<file path="src/rtl/instr_fetch_unit.sv">
// Instruction fetch stage feeding Instruction Identify.
// Holds the fetch address, issues one 32-bit read per instruction, presents the
// returned word, and stalls BranchFacility until that word is consumed.
// Addresses use [0:63] numbering, where bit 63 is the least significant bit.
module instr_fetch_unit #(
  parameter logic [0:63] RESET_ADDR = 64'h0,
  parameter int          TIMEOUT    = 16
) (
  input  logic        i_clk,
  input  logic        i_rst,
  input  logic        i_32b_mode,
  input  logic [0:63] i_next_instr_addr,
  output logic        o_stall,
  input  logic        i_flush,
  input  logic [0:63] i_flush_addr,
  output logic        o_mem_req_valid,
  input  logic        i_mem_req_ready,
  output logic [0:63] o_mem_req_addr,
  input  logic        i_mem_rsp_valid,
  input  logic [31:0] i_mem_rsp_data,
  input  logic        i_mem_rsp_err,
  input  logic        i_id_stall,
  output logic        o_instr_valid,
  output logic [31:0] o_instr,
  output logic [0:63] o_instr_addr,
  output logic        o_err_misaligned,
  output logic        o_err_fetch,
  output logic        o_err_timeout
);

  localparam int TW = $clog2(TIMEOUT + 1);

  typedef enum logic [2:0] {
    S_REQ,
    S_WAIT,
    S_DELIVER,
    S_DROP,
    S_HALT
  } state_t;

  state_t        r_state;
  logic [0:63]   r_pc;
  logic [TW-1:0] r_timer;

  logic w_misaligned;
  logic w_req_fire;
  logic w_timer_expired;

  assign w_misaligned    = (r_pc[62:63] != 2'b00);
  assign w_timer_expired = (r_timer == TW'(TIMEOUT - 1));

  // A misaligned pc never reaches the bus. The request is also held off while
  // reset is asserted, even though the state already reads S_REQ.
  assign o_mem_req_valid = (r_state == S_REQ) && !w_misaligned && !i_rst;
  assign o_mem_req_addr  = i_32b_mode ? {32'h0, r_pc[32:63]} : r_pc;
  assign w_req_fire      = o_mem_req_valid && i_mem_req_ready;

  // A flush suppresses delivery in that cycle. The stall is the exact
  // complement of valid, so the two are never asserted together.
  assign o_instr_valid = (r_state == S_DELIVER) && !i_id_stall && !i_flush;
  assign o_stall       = !o_instr_valid;

  // The fetch FSM. It also owns the pc, the response timer, the captured
  // instruction and the sticky error flags.
  always_ff @(posedge i_clk or posedge i_rst) begin
    if (i_rst) begin
      r_state          <= S_REQ;
      r_pc             <= RESET_ADDR;
      r_timer          <= '0;
      o_instr          <= 32'h0;
      o_instr_addr     <= 64'h0;
      o_err_misaligned <= 1'b0;
      o_err_fetch      <= 1'b0;
      o_err_timeout    <= 1'b0;
    end else begin
      case (r_state)
        S_REQ: begin
          if (i_flush) begin
            // If the request was accepted in this same cycle, its response
            // is still owed to us and must be dropped.
            r_pc    <= i_flush_addr;
            r_timer <= '0;
            r_state <= w_req_fire ? S_DROP : S_REQ;
          end else if (w_misaligned) begin
            o_err_misaligned <= 1'b1;
            r_state          <= S_HALT;
          end else if (w_req_fire) begin
            r_timer <= '0;
            r_state <= S_WAIT;
          end
        end
        S_WAIT: begin
          if (i_flush) begin
            r_pc <= i_flush_addr;
            if (i_mem_rsp_valid) begin
              r_state <= S_REQ;
            end else begin
              // Saturate at the limit so that S_DROP still detects it.
              r_timer <= w_timer_expired ? r_timer : r_timer + 1'b1;
              r_state <= S_DROP;
            end
          end else if (i_mem_rsp_valid) begin
            if (i_mem_rsp_err) begin
              o_err_fetch <= 1'b1;
              r_state     <= S_HALT;
            end else begin
              o_instr      <= i_mem_rsp_data;
              o_instr_addr <= r_pc;
              r_state      <= S_DELIVER;
            end
          end else if (w_timer_expired) begin
            o_err_timeout <= 1'b1;
            r_state       <= S_HALT;
          end else begin
            r_timer <= r_timer + 1'b1;
          end
        end
        S_DELIVER: begin
          if (i_flush) begin
            r_pc    <= i_flush_addr;
            r_state <= S_REQ;
          end else if (!i_id_stall) begin
            r_pc    <= i_next_instr_addr;
            r_state <= S_REQ;
          end
        end
        S_DROP: begin
          if (i_flush) begin
            r_pc <= i_flush_addr;
          end
          if (i_mem_rsp_valid) begin
            r_state <= S_REQ;
          end else if (w_timer_expired) begin
            o_err_timeout <= 1'b1;
            r_state       <= S_HALT;
          end else begin
            r_timer <= r_timer + 1'b1;
          end
        end
        S_HALT: begin
          r_state <= S_HALT;
        end
        default: begin
          r_state <= S_HALT;
        end
      endcase
    end
  end

endmodule

</file>
<file path="config.mk">
export PLATFORM = sky130hd
export DESIGN_NAME = instr_fetch_unit
export DESIGN_NICKNAME = d
export VERILOG_FILES = /design/src/rtl/instr_fetch_unit.sv
export SDC_FILE = /design/constraint.sdc
export NUM_CORES = 1
export LEC_CHECK = 0
export ABC_AREA = 1
export CAP_MARGIN = 0
export CORE_AREA = 4 4 171 206
export DETAILED_ROUTE_END_ITERATION = 10
export DIE_AREA = 0 0 175 210
export GPL_TIMING_DRIVEN = 0
export PLACE_DENSITY_LB_ADDON = 0.12
export SYNTH_ARGS = -nofsm -noshare
export SYNTH_HDL_FRONTEND = slang
export SYNTH_SLANG_ARGS = --single-unit
</file>
<file path="constraint.sdc">
create_clock -name i_clk -period 11.41 [get_ports i_clk]
set_clock_uncertainty 0.05 [all_clocks]
set_input_delay 2.282 -clock i_clk [delete_from_list [all_inputs] [get_ports i_clk]]
set_output_delay 2.282 -clock i_clk [all_outputs]
set_load 0.1 [all_outputs]
</file>
==> results.md <==
- PD cells: ~100 nW/um2
- Hold Crit Start: r_timer[3]
- VDD IR-drop max: about 0.000076 V
- Initial Util: 0.2476
- Worst path most repeated cell: clkdlybuf4s50_1
- Startpoint class of the critical path: input pin
- Nets@finish: between 1,000 and 1,500
- CTS Hold Bufs: 0
- Post-synthesis sequential area ratio: 0.5227
- Critical path class: input pin to output port
- Clk sinks: between 150 and 200
- Vias per std cell: ~4.2
- Reg2reg path depth: 12
- Drt pass-1 iters: 4
- Synth Register Bits: ~170
- DR vias: roughly 7,400
- Gr usage total: 0.1654
- Final min period: roughly 7 ns
- Number of synthesized flops with an enable pin: 0
- Critical-path top delay cell: clkdlybuf4s50_1
- Syn avg cell area: 8.737 um2
- First-pass GRT wire length: about 47 mm
- RSZ-0062 raised after global routing: no
- Syn-to-layout area delta: 54.64%
- Top_reg_cell synth: dfrtp_1
- Final RePlAce weighted congestion: approximately 0.78
- Core area: between 30,000 and 40,000 um2
- Reg2reg start: r_timer[0]
- Critical path's top delay family: buffers and inverters
- Post-DP HPWL: between 20 and 25 mm
- Die ar.: 36,750 um2
- Die X: around 180 um
- Tcrit/Tclk final: 0.6025
- Ports: 334
- Post-CTS setup buffers: 0
- Required time of the critical path: approximately 9.1 ns
- Vias in the first global route: approximately 7,600
- Post-synth ARST share: 1.000
- Post-Synthesis Cells: 937
- CTS Buf Count: 17
- Post-route ant nets: 0
- Worst EP arrival: 4.54 ns
- Status: complete, no violations
- Dpl cells: 1,720
- Fmax: 0.1455 GHz
- CP max stage delay: about 1.2 ns
- Worst-Margin Slew: roughly 1.1 ns
- Post-Syn Area: between 8000 and 9000 um2
- Final Non-Filler Cells: between 1,500 and 2,000
- FP Rows: 73
- Final hold vios: 0
- Critical path startpoint: i_32b_mode
- FF-to-FF End: r_timer[4]
- Mapped Nets: roughly 1,100
- Grt total ovfl: 0
- CTS tree: built
- Largest net degree at the start of global routing: between 90 and 100
- Max-capacitance violation count: 0
- Skew-Pair Late Insertion Delay: roughly 0.43 ns
- CP Capture Type: output port
- Max_slew headroom: 0.2699
- Netlist cell types: 27
- DR WL/cell: between 15 and 20 um
- Hold WC Path Type: register to register
- CTS root buf: clkbuf_16
- Setup tns final: 0 ns
- FF-to-FF setup slack: ~9.5 ns
- Ys Warns: 0
- Crit-path max FO: 10
- Antenna violations before repair: 1
- Hold Path Depth: 2
- Critical-path cell list: clkdlybuf4s50_1 > clkbuf_1 > nor2_1 > clkdlybuf4s50_1
- Leak: between 5 and 6 nW
- # setup viols final: 0
- Iteration-0 DRC Markers: around 260
- Crit path buf inv count: 3
- Cts repair resizes: 0
- Routed WL: a little over 30 mm
- Port Buffers: between 300 and 400
- Reg clk slew, reported paths: about 0.070 ns
- CTS H-tree lvls: 4
- WHS Endpoint: r_timer[3]
- Die Ht: around 210 um
- Layout cells sized above 1: 0.1075
- CTS max path bufs: 2
- Slew Limit Fails: 0
- DRC viols: 0
==> tightest hold or removal path, stage by stage (launching register included) <==
cell and delay (ns):
dfrtp_1 0.35, nand2_1 0.05, nand2_1 0.04
==> synthesized netlist by cell type (all sizes together), types with 2 or more instances <==
cell | n | share of area
nand2 | 194 | 0.090
dfrtp | 171 | 0.52
nand3 | 137 | 0.090
inv | 115 | 0.053
o21ai | 98 | 0.063
buf | 83 | 0.080
o21a | 64 | 0.059
nor2 | 50 | 0.023
clkbuf | 8 | 0.0037
ha | 3 | 0.0046
nand4 | 3 | 0.0023
nor3 | 3 | 0.0032
or2 | 3 | 0.0023
a21oi | 2 | 0.0012
==> metal layers <==
layer,vias up,wire length [um],GRT usage
met5,-,0,0
met3,23,1378,0.03605
li1,3681,-,-
met1,3499,12930,0.2040
met2,200,15800,0.2944
met4,0,503,0.04255
==> sequential cells by signal, indices dropped and copies added (netlist names) <==
register / count
o_err_misaligned: 1
o_instr: 32
o_instr_addr: 64
r_timer: 5
r_pc: 64
o_err_fetch: 1
r_state: 3
o_err_timeout: 1
==> through the flow <==
step | hold WS (ns) | total power [W] | utilization | instance area (um2) | setup slack (ns)
finish | 0.4266 | 0.001265 | 0.3829 | 12660 | 4.535
global route | 0.4565 | 0.001322 | 0.3829 | 12660 | 4.429
CTS | 0.4322 | 0.001289 | 0.3828 | 12660 | 4.465
detailed placement | 0.4127 | 0.0007213 | 0.3662 | 12110 | 4.467
global placement | 0.4104 | 0.0007198 | 0.3651 | 12070 | 1.367
floorplan | 0.3919 | 0.0006492 | - | 8187 | 4.417
==> placed cells by master, fill, tap and decap left out, types with 9 or more instances in the layout <==
master and instances:
o21ai_0 9, dfrtp_1 171, clkbuf_16 17, buf_2 24, clkbuf_1 10, nand3_1 127
o21a_1 64, nor2_1 49, buf_4 35, nand3_2 10, buf_6 23, clkdlybuf4s50_1 332
nand2_1 192, o21ai_1 83, inv_1 113
==> cells by family after synthesis <==
| family | synth area share |
|---|---|
| compound gates | 0.1246 |
| xor+xnor | 0.001070 |
| fa+ha+maj | 0.004586 |
| buf+inv | 0.1366 |
| flops | 0.5227 |
| simple gates | 0.2105 |
==> report_power, final <==
part	internal (W)	switching, W	total [W]
registers	0.000606	0	0.000606
clock network	0.000293	0.000265	0.000558
logic	0.0000592	0.0000423	0.000101
==> area by class of cell <==
class | instances | area (um2)
antenna | 1 | 2.502
buffer | 91 | 686.9
clock buffer | 21 | 460.4
clock inverter | 11 | 88.84
fill | 3479 | 20400
inverter | 115 | 439.2
multi-input combinational | 560 | 2789
sequential | 171 | 4279
tap | 450 | 563.0
timing repair buffer | 333 | 3351
==> worst max-delay path by stage <==
stage          cells past startpoint                end  slack [ns]
2_1_floorplan                      3            o_stall        4.42
3_3_place_gp                       2         o_instr[1]        1.37
3_5_place_dp                       4  o_mem_req_addr[5]        4.47
4_1_cts                            4  o_mem_req_addr[5]        4.47
5_1_grt                            4  o_mem_req_addr[5]        4.43
6_report                           4  o_mem_req_addr[5]        4.54
Note: power is estimated with default switching activity, not from simulation.
